## config.mk

```make
export PLATFORM = sky130hd
export DESIGN_NAME = multicycle_ctrl
export DESIGN_NICKNAME = d
export VERILOG_FILES = /design/src/rtl/multicycle_ctrl.sv
export SDC_FILE = /design/constraint.sdc
export NUM_CORES = 1
export LEC_CHECK = 0
export CORE_ASPECT_RATIO = 0.75
export CORE_MARGIN = 2
export CORE_UTILIZATION = 34
export CTS_CLUSTER_DIAMETER = 40
export CTS_CLUSTER_SIZE = 28
export DETAILED_ROUTE_END_ITERATION = 7
export PLACE_DENSITY = 0.79
export SLEW_MARGIN = 20
export SYNTH_ARGS = -nofsm -noshare
export SYNTH_HDL_FRONTEND = slang
export SYNTH_SLANG_ARGS = --single-unit
```

## constraint.sdc

```tcl
create_clock -name clk -period 2.1 [get_ports clk]
set_input_delay 0.42 -clock clk [delete_from_list [all_inputs] [get_ports clk]]
set_output_delay 0.42 -clock clk [all_outputs]
set_load 0.02 [all_outputs]
```

## src/rtl/multicycle_ctrl.sv

```systemverilog
// Control sequencer for a multicycle RV32 datapath: FETCH -> DECODE -> EXEC -> MEM -> WB.
// Registered state, wait counter and sticky fault; every strobe is decoded from state, IR and ready/zero.
module multicycle_ctrl #(
    parameter int MEM_TIMEOUT = 15,
    parameter int CNT_W       = 4
) (
    input  logic        clk,
    input  logic        rst_n,
    input  logic [31:0] instr,
    input  logic        zero,
    input  logic        imem_ready,
    input  logic        dmem_ready,
    output logic        imem_req,
    output logic        dmem_req,
    output logic        dmem_we,
    output logic        ir_write,
    output logic        pc_write,
    output logic [1:0]  pc_src,
    output logic [1:0]  alu_src_a,
    output logic        alu_src_b,
    output logic [1:0]  alu_op,
    output logic        reg_write,
    output logic [1:0]  wb_sel,
    output logic [2:0]  state,
    output logic        fault
);

    localparam logic [2:0] S_FETCH  = 3'd0;
    localparam logic [2:0] S_DECODE = 3'd1;
    localparam logic [2:0] S_EXEC   = 3'd2;
    localparam logic [2:0] S_MEM    = 3'd3;
    localparam logic [2:0] S_WB     = 3'd4;
    localparam logic [2:0] S_HALT   = 3'd5;

    localparam logic [6:0] OP_RTYPE = 7'b0110011;
    localparam logic [6:0] OP_ALUI  = 7'b0010011;
    localparam logic [6:0] OP_LOAD  = 7'b0000011;
    localparam logic [6:0] OP_STORE = 7'b0100011;
    localparam logic [6:0] OP_BRANCH = 7'b1100011;
    localparam logic [6:0] OP_LUI   = 7'b0110111;
    localparam logic [6:0] OP_AUIPC = 7'b0010111;

    localparam logic [1:0] ALU_ADD   = 2'b00;
    localparam logic [1:0] ALU_SUB   = 2'b01;
    localparam logic [1:0] ALU_FUNCT = 2'b10;

    localparam logic [1:0] SRC_A_OLDPC = 2'b01;
    localparam logic [1:0] PC_SRC_BR   = 2'b01;

    localparam logic [1:0] WB_MEM = 2'b01;
    localparam logic [1:0] WB_IMM = 2'b10;

    logic [2:0]       r_state;
    logic [2:0]       w_next_state;
    logic [CNT_W-1:0] r_wait_cnt;
    logic [CNT_W-1:0] w_wait_cnt_nxt;
    logic             r_fault;
    logic             w_fault_set;

    logic [6:0] w_opcode;
    logic       w_rd_nonzero;
    logic       w_is_r;
    logic       w_is_alui;
    logic       w_is_load;
    logic       w_is_store;
    logic       w_is_branch;
    logic       w_is_lui;
    logic       w_is_auipc;
    logic       w_legal;
    logic       w_unused_instr_bits;

    logic       w_waiting_state;
    logic       w_wait_ready;
    logic       w_timeout;

    logic       w_imem_req;
    logic       w_dmem_req;
    logic       w_dmem_we;
    logic       w_ir_write;
    logic       w_pc_write;
    logic [1:0] w_pc_src;
    logic [1:0] w_alu_src_a;
    logic       w_alu_src_b;
    logic [1:0] w_alu_op;
    logic       w_reg_write;
    logic [1:0] w_wb_sel;

    assign w_opcode     = instr[6:0];
    assign w_rd_nonzero = |instr[11:7];
    assign w_is_r       = (w_opcode == OP_RTYPE);
    assign w_is_alui    = (w_opcode == OP_ALUI);
    assign w_is_load    = (w_opcode == OP_LOAD);
    assign w_is_store   = (w_opcode == OP_STORE);
    assign w_is_branch  = (w_opcode == OP_BRANCH);
    assign w_is_lui     = (w_opcode == OP_LUI);
    assign w_is_auipc   = (w_opcode == OP_AUIPC);
    assign w_legal      = w_is_r | w_is_alui | w_is_load | w_is_store |
                          w_is_branch | w_is_lui | w_is_auipc;
    assign w_unused_instr_bits = ^instr[31:12];

    // FETCH waits on imem, MEM on dmem; a ready in the last allowed cycle still wins.
    assign w_waiting_state = (r_state == S_FETCH) || (r_state == S_MEM);
    assign w_wait_ready    = (r_state == S_FETCH) ? imem_ready : dmem_ready;
    assign w_timeout       = w_waiting_state && !w_wait_ready &&
                             (r_wait_cnt == CNT_W'(MEM_TIMEOUT));

    always_comb begin
        w_next_state = r_state;
        w_fault_set  = 1'b0;
        case (r_state)
            S_FETCH: begin
                if (imem_ready) begin
                    w_next_state = S_DECODE;
                end else if (w_timeout) begin
                    w_next_state = S_HALT;
                    w_fault_set  = 1'b1;
                end
            end
            S_DECODE: begin
                if (w_legal) begin
                    w_next_state = S_EXEC;
                end else begin
                    w_next_state = S_HALT;
                    w_fault_set  = 1'b1;
                end
            end
            S_EXEC: begin
                if (w_is_load || w_is_store) begin
                    w_next_state = S_MEM;
                end else if (w_is_branch) begin
                    w_next_state = S_FETCH;
                end else begin
                    w_next_state = S_WB;
                end
            end
            S_MEM: begin
                if (dmem_ready) begin
                    w_next_state = w_is_store ? S_FETCH : S_WB;
                end else if (w_timeout) begin
                    w_next_state = S_HALT;
                    w_fault_set  = 1'b1;
                end
            end
            S_WB:   w_next_state = S_FETCH;
            S_HALT: w_next_state = S_HALT;
            default: begin
                w_next_state = S_HALT;
                w_fault_set  = 1'b1;
            end
        endcase
    end

    always_comb begin
        w_wait_cnt_nxt = r_wait_cnt;
        if ((w_next_state == S_FETCH || w_next_state == S_MEM) && (w_next_state != r_state)) begin
            w_wait_cnt_nxt = '0;
        end else if (w_waiting_state && !w_wait_ready && !w_timeout) begin
            w_wait_cnt_nxt = r_wait_cnt + CNT_W'(1);
        end
    end

    always_ff @(posedge clk or negedge rst_n) begin
        if (!rst_n) begin
            r_state    <= S_FETCH;
            r_wait_cnt <= '0;
            r_fault    <= 1'b0;
        end else begin
            r_state    <= w_next_state;
            r_wait_cnt <= w_wait_cnt_nxt;
            if (w_fault_set) begin
                r_fault <= 1'b1;
            end
        end
    end

    always_comb begin
        w_imem_req  = 1'b0;
        w_dmem_req  = 1'b0;
        w_dmem_we   = 1'b0;
        w_ir_write  = 1'b0;
        w_pc_write  = 1'b0;
        w_pc_src    = 2'b00;
        w_alu_src_a = 2'b00;
        w_alu_src_b = 1'b0;
        w_alu_op    = ALU_ADD;
        w_reg_write = 1'b0;
        w_wb_sel    = 2'b00;
        case (r_state)
            S_FETCH: begin
                w_imem_req = !w_timeout;
                w_ir_write = imem_ready;
                w_pc_write = imem_ready;
            end
            S_EXEC: begin
                if (w_is_r) begin
                    w_alu_op = ALU_FUNCT;
                end else if (w_is_alui) begin
                    w_alu_src_b = 1'b1;
                    w_alu_op    = ALU_FUNCT;
                end else if (w_is_load || w_is_store) begin
                    w_alu_src_b = 1'b1;
                end else if (w_is_auipc) begin
                    w_alu_src_a = SRC_A_OLDPC;
                    w_alu_src_b = 1'b1;
                end else if (w_is_branch) begin
                    // Taken branch redirects the PC in the same cycle the ALU compares.
                    w_alu_op = ALU_SUB;
                    if (zero) begin
                        w_pc_write = 1'b1;
                        w_pc_src   = PC_SRC_BR;
                    end
                end
            end
            S_MEM: begin
                w_dmem_req = !w_timeout;
                w_dmem_we  = !w_timeout && w_is_store;
            end
            S_WB: begin
                w_reg_write = w_rd_nonzero;
                if (w_is_load) begin
                    w_wb_sel = WB_MEM;
                end else if (w_is_lui) begin
                    w_wb_sel = WB_IMM;
                end
            end
            default: ;
        endcase
    end

    // Outputs are forced low the moment rst_n falls, not at the next edge.
    assign imem_req  = rst_n & w_imem_req;
    assign dmem_req  = rst_n & w_dmem_req;
    assign dmem_we   = rst_n & w_dmem_we;
    assign ir_write  = rst_n & w_ir_write;
    assign pc_write  = rst_n & w_pc_write;
    assign pc_src    = {2{rst_n}} & w_pc_src;
    assign alu_src_a = {2{rst_n}} & w_alu_src_a;
    assign alu_src_b = rst_n & w_alu_src_b;
    assign alu_op    = {2{rst_n}} & w_alu_op;
    assign reg_write = rst_n & w_reg_write;
    assign wb_sel    = {2{rst_n}} & w_wb_sel;
    assign state     = r_state;
    assign fault     = r_fault;

endmodule

```

==> reports/metrics.cfg, run 1 <==
[clock_tree]
clock_sinks=8
cts_buffers=3
htreeDepth=1
cts_buffer_depth=2
clock_latency_ns=0.26
cts_tree=done
clk_pin_slew_worst_paths_ns=0.06
clockRootBuffer=clkbuf_4

[layout]
fin_nets=212
fin_util_pct=69.8
layout-drive-gt1-share_pct=48.3
finish.instance_area_um2=1570
synthToLayoutAreaGrowth_pct=100
n_antenna_cell=0

[route]
drt_iter0_markers=63
dr_total_vias=1158
wl_per_cell_um=18.4
via_per_inst=5.88
drtAntennaViolNets=0
first_pass_iters=4
drc=0
wirelength_um=3620

[placed_design]
portBuffers=33
dp_hpwl_um=2370
place_area_um2=1440
gp_congestion=0.849

[sta]
rsz0062_at_grt=yes
period_share_pct=100
hold_viol_final=0
finalWorstSetupSlack_ns=-0.00959
clock.fmax_mhz=474
clock_skew_ns=0.00951
setup_viol_count_final=1
finalCriticalPeriod_ns=2.11
finalMaxSlewViolations=0

[setup_path]
critPathLaunchType=input port
required_ns=1.68
worstSetupPathType=input port to output port
arrival_ns=1.69
end_kind=output port
crit_fanout=3

[power_and_ir_drop]
pwr-share-comb_pct=66.1
power_mw=1.00
power_density_nw_per_um2=639
clockPowerShare_pct=12.6
vdd_ir_drop_max_mv=0.462
leakage_nw=0.737
p_int_mw=0.580
p_sw_mw=0.424
seq_power_share_pct=21.3
sw_frac_of_total_pct=42.3

[floorplanning]
ioPinCount=56
die_w_um=59.5
start_util_pct=34.9
dieArea_um2=2720
fp.coreArea_um2=2250
num_rows=15
fp.dieH_um=45.6

[global_routing]
grt_pass1_vias=1102
grt.met2_usage_pct=43.7
busiest_layer=met2
grt_use_met3_pct=7.39
antenna_found_initial=0
grt_use_met1_pct=32.0
grt_max_degree=12
grt_pass1_wl_um=5160
grt-ovfl-total=0
grtUsageTotal_pct=25.7

[logic_synthesis]
ys_warn_count=0
synth.distinct_cells=44
synth_edf_count=0
syn-cell-area_um2=786
ys_ff_latch=8
postSynthAreaPerCell_um2=8.18
async_flop_share_pct=100
syn_inst=96
ys_seq_area_share_pct=25.5
synth-main-ff-cell=dfrtp_1

[outcome]
status=complete, but fails checks
violations=setup timing

[hold_path]
hp-class=input port to async pin

[job]
max_cap_viol_count=0

-- placed cells by master, fill, tap and decap left out, types with 2 or more instances in the layout --
cell type	n
buf_4	46
clkdlybuf4s50_1	10
dlygate4sd2_1	9
nor2_1	7
dfrtp_1	7
buf_6	6
nand2b_1	5
nand3_1	4
nor3_1	4
nand2_1	4
buf_2	4
nor2b_1	3
a31oi_1	3
clkbuf_4	3
nand3b_1	2
nor3_2	2
a21oi_1	2
a211oi_1	2
a221oi_1	2
and3b_1	2
a32oi_1	2
and3_1	2
nor4_4	2
o21ai_0	2
mux2i_1	2
conb_1	2
clkdlybuf4s15_2	2
-- routing by layer --
layer / up-vias / share of wire [%]
met1: 554 / 38
met2: 79 / 52
li1: 517 / -
met4: 0 / 1.7
met5: - / 0
met3: 8 / 8.6
-- cell usage after synthesis (3+ instances only) --
library cell | number | area [um2]
dfrtp_1 | 8 | 200
nor2_1 | 8 | 30.0
nor3_1 | 6 | 30.0
nand2_1 | 5 | 18.8
nand2b_1 | 5 | 31.3
nand3_1 | 5 | 25.0
buf_4 | 4 | 30.0
a31oi_1 | 3 | 18.8
nor2b_1 | 3 | 18.8
-- final cells by class --
cell class,count,area (um2)
Sequential cell,8,201
Timing Repair Buffer,78,647
Inverter,3,11.3
Fill cell,161,679
Tap cell,25,31.3
Clock buffer,3,22.5
Multi-Input combinational cell,80,659
-- worst max-delay path: stages --
cell and delay, ns:
dlygate4sd2_1 0.25, and4bb_2 0.34, inv_2 0.06, buf_4 0.15, nor4_4 0.27, buf_4 0.20
-- per-stage QoR --
stage / worst slack, ns / hold slack [ns] / setup TNS, ns / cells
after detailed placement: -0.658 / 0.474 / -7.45 / 189
final: -0.00959 / 0.283 / -0.00959 / 197
after floorplan: -0.0733 / 0.124 / -0.177 / 97
after global placement: -0.617 / 0.455 / -6.93 / 189
after global routing: -0.0722 / 0.302 / -0.268 / 197
after CTS: 0.00215 / 0.290 / 0 / 194
-- timing repair --
item / 4_1_cts / 5_1_grt
hold buffers: 0 / 0
endpoints found under the setup margin: 13 / 12
pin swaps: 10 / 5
setup buffers: 3 / 3
gates resized for setup: 84 / 12
-- registers in the layout (all words and copies together), names as in the netlist --
register and cells:
fault 1, r_wait_cnt 4, state 3
-- logic make-up (layout without fill, tap and decap cells) --
logic type,Yosys count,after routing,synth area share [%]
DFF,8,8,25.5
xor gates and xnor gates,1,1,1.11
AOI/OAI and AO/OA,22,22,21.7
adders and majority gates,1,1,1.59
buffers and inverters,9,84,6.53
other,1,2,0.477
muxes,2,2,2.55
and+or+nand+nor,52,52,40.6
-- path summary, 6_finish.rpt --
path	depth (start not counted)	slack [ns]	end	startpoint
max reg2reg	7	0.10	r_wait_cnt[3]	state[0]
min	2	0.28	state[0]	rst_n
min in group clk	1	0.49	fault	fault
min reg2reg	1	0.49	fault	fault
max in group asynchronous	2	1.68	state[1]	rst_n
max	6	-0.01	wb_sel[0]	instr[6]
-- power by group through the flow --
stage	logic, mW	registers, mW	clock network (mW)
after floorplan	0.249	0.229	0
after global placement	0.533	0.208	0
after detailed placement	0.556	0.210	0
after CTS	0.591	0.213	0.120
after global routing	0.707	0.218	0.129
final	0.663	0.214	0.127
(Power assumes the default switching activity.)
==> run 2, diff against run 1 <==
PLACE_DENSITY = 0.78   (was 0.79)
==> run 2 against run 1 <==
Effect of this change: the run still ends with setup timing left; final cell count decreased by 2.5%; fmax decreased by 1.0%; first-iteration DRC count increased by 22%; highest routed layer unchanged; final area decreased by 3.3%; largest power group unchanged; flip-flop and latch count unchanged; routed wire length decreased by 10%; largest cell class unchanged; core utilization decreased by 2.3 points.
==> reports/metrics.cfg, run 2 (synthesis gave the netlist of run 1 again) <==
[setup_path]
arrival_ns=1.71  ; +0.02 ns
cp_common_cell=buf_4
cp_num_buf_inv=3  ; -1
max_stage_delay_ns=0.44  ; +0.10 ns
end_kind=output port
crit_slowest_cell=dfrtp_2
crit_chain=nand4bb_1 -> buf_4 -> buf_4 -> nor4b_2 -> buf_4
critPathLaunchType=flop
crit_fanout=6  ; +3
required_ns=1.68  ; about the same
worstSetupPathType=flop to output port
crit_family=buffers and inverters

[global_routing]
grt_max_degree=12  ; unchanged
antenna_found_initial=0  ; unchanged
grt_pass1_wl_um=4660  ; -9.8%
grtUsageTotal_pct=23.7  ; -2.0 points
grt-ovfl-total=0  ; unchanged
grt_pass1_vias=1031  ; -6.4%

[sta]
finalMaxSlewViolations=0  ; unchanged
finalCriticalPeriod_ns=2.13  ; +0.0215 ns
whs_ns=0.265  ; -0.0186 ns
setup_viol_count_final=2  ; +1
clock_skew_ns=0.00174  ; -0.00777 ns
hold_viol_final=0  ; unchanged
clock.fmax_mhz=469  ; -1.0%
finalWorstSetupSlack_ns=-0.0311  ; -0.0215 ns
period_share_pct=101  ; +1.0 points
rsz0062_at_grt=yes

[floorplanning]
fp.dieH_um=45.6  ; unchanged
num_rows=15  ; unchanged
ioPinCount=56  ; unchanged
start_util_pct=34.9  ; unchanged
dieArea_um2=2720  ; unchanged
die_w_um=59.5  ; unchanged
fp.coreArea_um2=2250  ; unchanged

[layout]
synthToLayoutAreaGrowth_pct=93.5
fin_nets=207  ; -2.4%
final_cell_mix=44 x buf_4, 11 x clkdlybuf4s50_1, 7 x nor2_1, 7 x dlygate4sd2_1, 6 x dfrtp_1
regMostFlops=r_wait_cnt
largest_reg_flops=4  ; unchanged
fin_util_pct=67.5  ; -2.3 points
n_antenna_cell=0  ; unchanged
instances_no_fill=192  ; -2.5%
final_common_cell=buf_4
layout-drive-gt1-share_pct=47.3  ; -0.95 points

[clock_tree]
hold_buffers=0  ; unchanged
cts_buffers=3  ; unchanged
clockRootBuffer=clkbuf_4
cts_buffer_depth=2  ; unchanged
clock_sinks=8  ; unchanged
htreeDepth=1  ; unchanged
clock_latency_ns=0.25  ; about the same
clk_pin_slew_worst_paths_ns=0.05  ; about the same
cts_tree=done

[power_and_ir_drop]
vdd_ir_drop_max_mv=0.471  ; +1.9%
power_density_nw_per_um2=600  ; -6.0%
power_mw=0.912  ; -9.2%
leakage_nw=0.707  ; -4.2%

[placed_design]
place_ws_ns=-0.696  ; -0.0376 ns
dp_hpwl_um=2340  ; -1.2%
portBuffers=33  ; unchanged
placedCellCount=184  ; -2.6%
gp_congestion=0.865  ; +1.9%

[route]
dr_total_vias=1126  ; -2.8%
via_per_inst=5.86  ; -0.23%
drc=0  ; unchanged
wirelength_um=3250  ; -10%
first_pass_iters=4  ; unchanged
wl_per_cell_um=16.9  ; -7.9%
drtAntennaViolNets=0  ; unchanged
drt_iter0_markers=77  ; +22%

[hold_path]
hp-class=input port to async pin

[outcome]
status=complete, but fails checks
violations=setup timing

[job]
max_cap_viol_count=0  ; unchanged

-- run 2: through the flow --
step | TNS [ns] | area, um2
final | -0.0339 | 1520
after global routing | -0.262 | 1520
after CTS | -0.266 | 1470
after detailed placement | -7.60 | 1400
after global placement | -6.73 | 1400
after floorplan | -0.177 | 817
-- run 2: layout make-up --
cell class,count,area (um2)
Timing Repair Buffer,73,596
Fill cell,169,732
Clock buffer,3,22.5
Inverter,3,11.3
Sequential cell,8,203
Tap cell,25,31.3
Multi-Input combinational cell,80,657
-- run 2: worst paths after layout --
path	end	cells after the start	start	slack (ns)
setup / recovery	alu_src_a[0]	5	state[0]	-0.03
hold / removal	r_wait_cnt[3]	2	rst_n	0.26
setup reg to reg	r_wait_cnt[3]	5	state[1]	0.30
hold reg to reg	fault	1	fault	0.47
max in group asynchronous	state[1]	2	rst_n	1.67
min in group clk	fault	1	fault	0.47
-- run 2: metal layers --
| metal | global-route usage [%] | vias to the layer above | routed length (um) |
|---|---|---|---|
| met5 | 0 | - | 0 |
| met4 | 8.00 | 0 | 114 |
| met3 | 6.53 | 12 | 281 |
| met2 | 40.0 | 64 | 1630 |
| met1 | 29.5 | 540 | 1220 |
| li1 | - | 510 | - |
-- run 2: worst register-to-register path: stages, from the launching register on --
cell       delay, ns
dfrtp_2         0.46
buf_4           0.20
nand4bb_1       0.20
a211oi_1        0.31
o21ai_0         0.27
a32oi_1         0.27
-- run 2: timing repair --
item                                    CTS  global route
endpoints found under the setup margin   13            14
gates resized for setup                  79            15
setup buffers                             3             2
hold endpoints to repair                  0             0
pin swaps                                10             6
-- run 2: power breakdown --
| part | internal, mW | total (mW) | leakage [nW] | switching, mW |
|---|---|---|---|---|
| logic | 0.280 | 0.579 | 0.597 | 0.299 |
| clock network | 0.0651 | 0.113 | 0.0138 | 0.0475 |
| registers | 0.184 | 0.220 | 0.0959 | 0.0359 |
==> run 3, diff against run 2 <==
CORE_MARGIN = default   (was 2)
CTS_BUF_LIST = sky130_fd_sc_hd__clkbuf_8 sky130_fd_sc_hd__clkbuf_16   (was default)
MAX_ROUTING_LAYER = met4   (was default)
==> run 3 against run 2 <==
Effect of this change: the run ends with DRC left; non-clock buffer count fell by 2; total power up 6.1%; clock-buffer cell count unchanged; worst hold slack worse by 0.013 ns; sequential power shrank 5%; die area is 7.6% lower; critical endpoint is now dmem_we.
==> reports/metrics.cfg, run 3 (synthesis gave the netlist of run 1 again) <==
[global_routing]
grt-ovfl-total=0  ; unchanged
grt_pass1_vias=1035  ; +0.39%
grtUsageTotal_pct=27.4  ; +3.7 points
grt_pass1_wl_um=4870  ; +4.6%
antenna_found_initial=0  ; unchanged
grt_max_degree=12  ; unchanged

[power_and_ir_drop]
leakage_nw=0.704  ; -0.35%
power_mw=0.968  ; +6.1%
vdd_ir_drop_max_mv=0.582  ; +24%
power_density_nw_per_um2=649  ; +8.2%

[route]
dr_total_vias=1105  ; -1.9%
first_pass_iters=7  ; +3
wirelength_um=3190  ; -1.8%
drtAntennaViolNets=0  ; unchanged
via_per_inst=5.85  ; -0.31%
wl_per_cell_um=16.9  ; -0.29%
drt_iter0_markers=71  ; -7.8%
drc=1  ; +1

[sta]
finalCriticalPeriod_ns=2.08  ; -0.0481 ns
rsz0062_at_grt=yes
clock.fmax_mhz=480  ; +2.3%
setup_viol_count_final=0  ; -2
fin_tns_setup_ns=0  ; +0.0339 ns
period_share_pct=99.2  ; -2.3 points
clock_skew_ns=0.0123  ; +0.0106 ns
finalMaxSlewViolations=0  ; unchanged
hold_viol_final=0  ; unchanged

[setup_path]
max_stage_delay_ns=0.39  ; -0.05 ns
reg2reg_to=r_wait_cnt[3]
end_kind=output port
crit_family=simple AND/OR/NAND/NOR gates
cp_common_cell=and3_1
critPathLaunchType=flop
crit_fanout=3  ; -3
required_ns=1.68  ; about the same
r2r-start=state[0]
cp_num_buf_inv=1  ; -2
worstRegToRegCells=6  ; +1
crit_slowest_cell=dfrtp_1
worstSetupPathType=flop to output port
crit_chain=ha_2 -> and3_1 -> o211a_4 -> nor3b_4 -> and3_1 -> buf_6
rrSetupSlack_ns=0.25  ; -0.05 ns
arrival_ns=1.66  ; -0.05 ns

[clock_tree]
clock_sinks=8  ; unchanged
clock_latency_ns=0.24  ; about the same
htreeDepth=1  ; unchanged
cts_buffers=3  ; unchanged
clockRootBuffer=clkbuf_8
clk_pin_slew_worst_paths_ns=0.05  ; about the same
cts_buffer_depth=2  ; unchanged
hold_buffers=0  ; unchanged
cts_tree=done

[floorplanning]
num_rows=14  ; -1
start_util_pct=37.7  ; +2.8 points
die_w_um=57.5  ; -3.4%
ioPinCount=56  ; unchanged
dieArea_um2=2510  ; -7.6%
fp.coreArea_um2=2080  ; -7.4%
fp.dieH_um=43.6  ; -4.4%

[layout]
fin_util_pct=71.5  ; +4.0 points
final_cell_mix=38 x buf_4, 10 x clkdlybuf4s50_1, 7 x nor2_1, 7 x dfrtp_1, 7 x dlygate4sd2_1
layout-drive-gt1-share_pct=45.5  ; -1.9 points
regMostFlops=r_wait_cnt
final_common_cell=buf_4
synthToLayoutAreaGrowth_pct=89.8
n_antenna_cell=0  ; unchanged
fin_nets=205  ; -0.97%
instances_no_fill=189  ; -1.6%
fill_cells=155  ; -8.3%
finish.instance_area_um2=1490  ; -1.9%
largest_reg_flops=4  ; unchanged

[job]
max_cap_viol_count=0  ; unchanged

[outcome]
status=complete, but fails checks
violations=DRC

[placed_design]
dp_hpwl_um=2400  ; +2.4%
portBuffers=33  ; unchanged
placedCellCount=182  ; -1.1%
place_area_um2=1390  ; -0.62%
gp_congestion=0.899  ; +3.9%

[hold_path]
hp-class=input port to async pin

==> run 3: cell types whose count changed in the layout (fill, tap and decap cells not counted), moves of 2 or more <==
cell and delta:
buf_2 +2, clkbuf_8 +3, and3_4 -2, buf_4 -6
and3_1 +2, clkbuf_4 -3
==> run 3: area by class of cell <==
class / count / area (um2) / share of cell area [%]
Multi-Input combinational cell: 80 / 629 / 42.2
Inverter: 3 / 11.3 / 0.755
Tap cell: 24 / 30.0 / 2.01
Timing Repair Buffer: 71 / 578 / 38.8
Clock buffer: 3 / 41.3 / 2.77
Sequential cell: 8 / 201 / 13.5
==> run 3: where the power goes <==
group	switching, mW	total, mW	internal [mW]
Combinational	0.301	0.567	0.266
Clock	0.0659	0.191	0.125
Sequential	0.0272	0.210	0.183
==> run 3: how the worst max path moves through the flow <==
stage | startpoint | end | slack (ns) | cells after the start
floorplan | state[2] | alu_src_b | -0.07 | 3
global placement | dmem_ready | dmem_we | -0.70 | 6
detailed placement | dmem_ready | dmem_we | -0.76 | 6
CTS | state[0] | pc_write | -0.01 | 6
global route | r_wait_cnt[0] | dmem_we | -0.05 | 6
finish | r_wait_cnt[1] | dmem_we | 0.02 | 6
==> run 3: what timing repair did <==
item                       CTS  global route
gates resized for setup     74            14
setup endpoints to repair   13            14
pin swaps                   10             9
gates cloned                 0             0
setup buffers                5             0
==> run 3: metal layers <==
metal / part of all wire, % / track usage, %
met5: 0 / -
met2: 46 / 42.3
met3: 7.5 / 4.78
met4: 2.7 / 9.76
met1: 43 / 36.2
==> run 3: through the flow <==
step	hold WS [ns]	worst slack (ns)
global placement	0.450	-0.702
global route	0.279	-0.0484
floorplan	0.124	-0.0733
CTS	0.246	-0.0127
detailed placement	0.457	-0.763
finish	0.252	0.0170
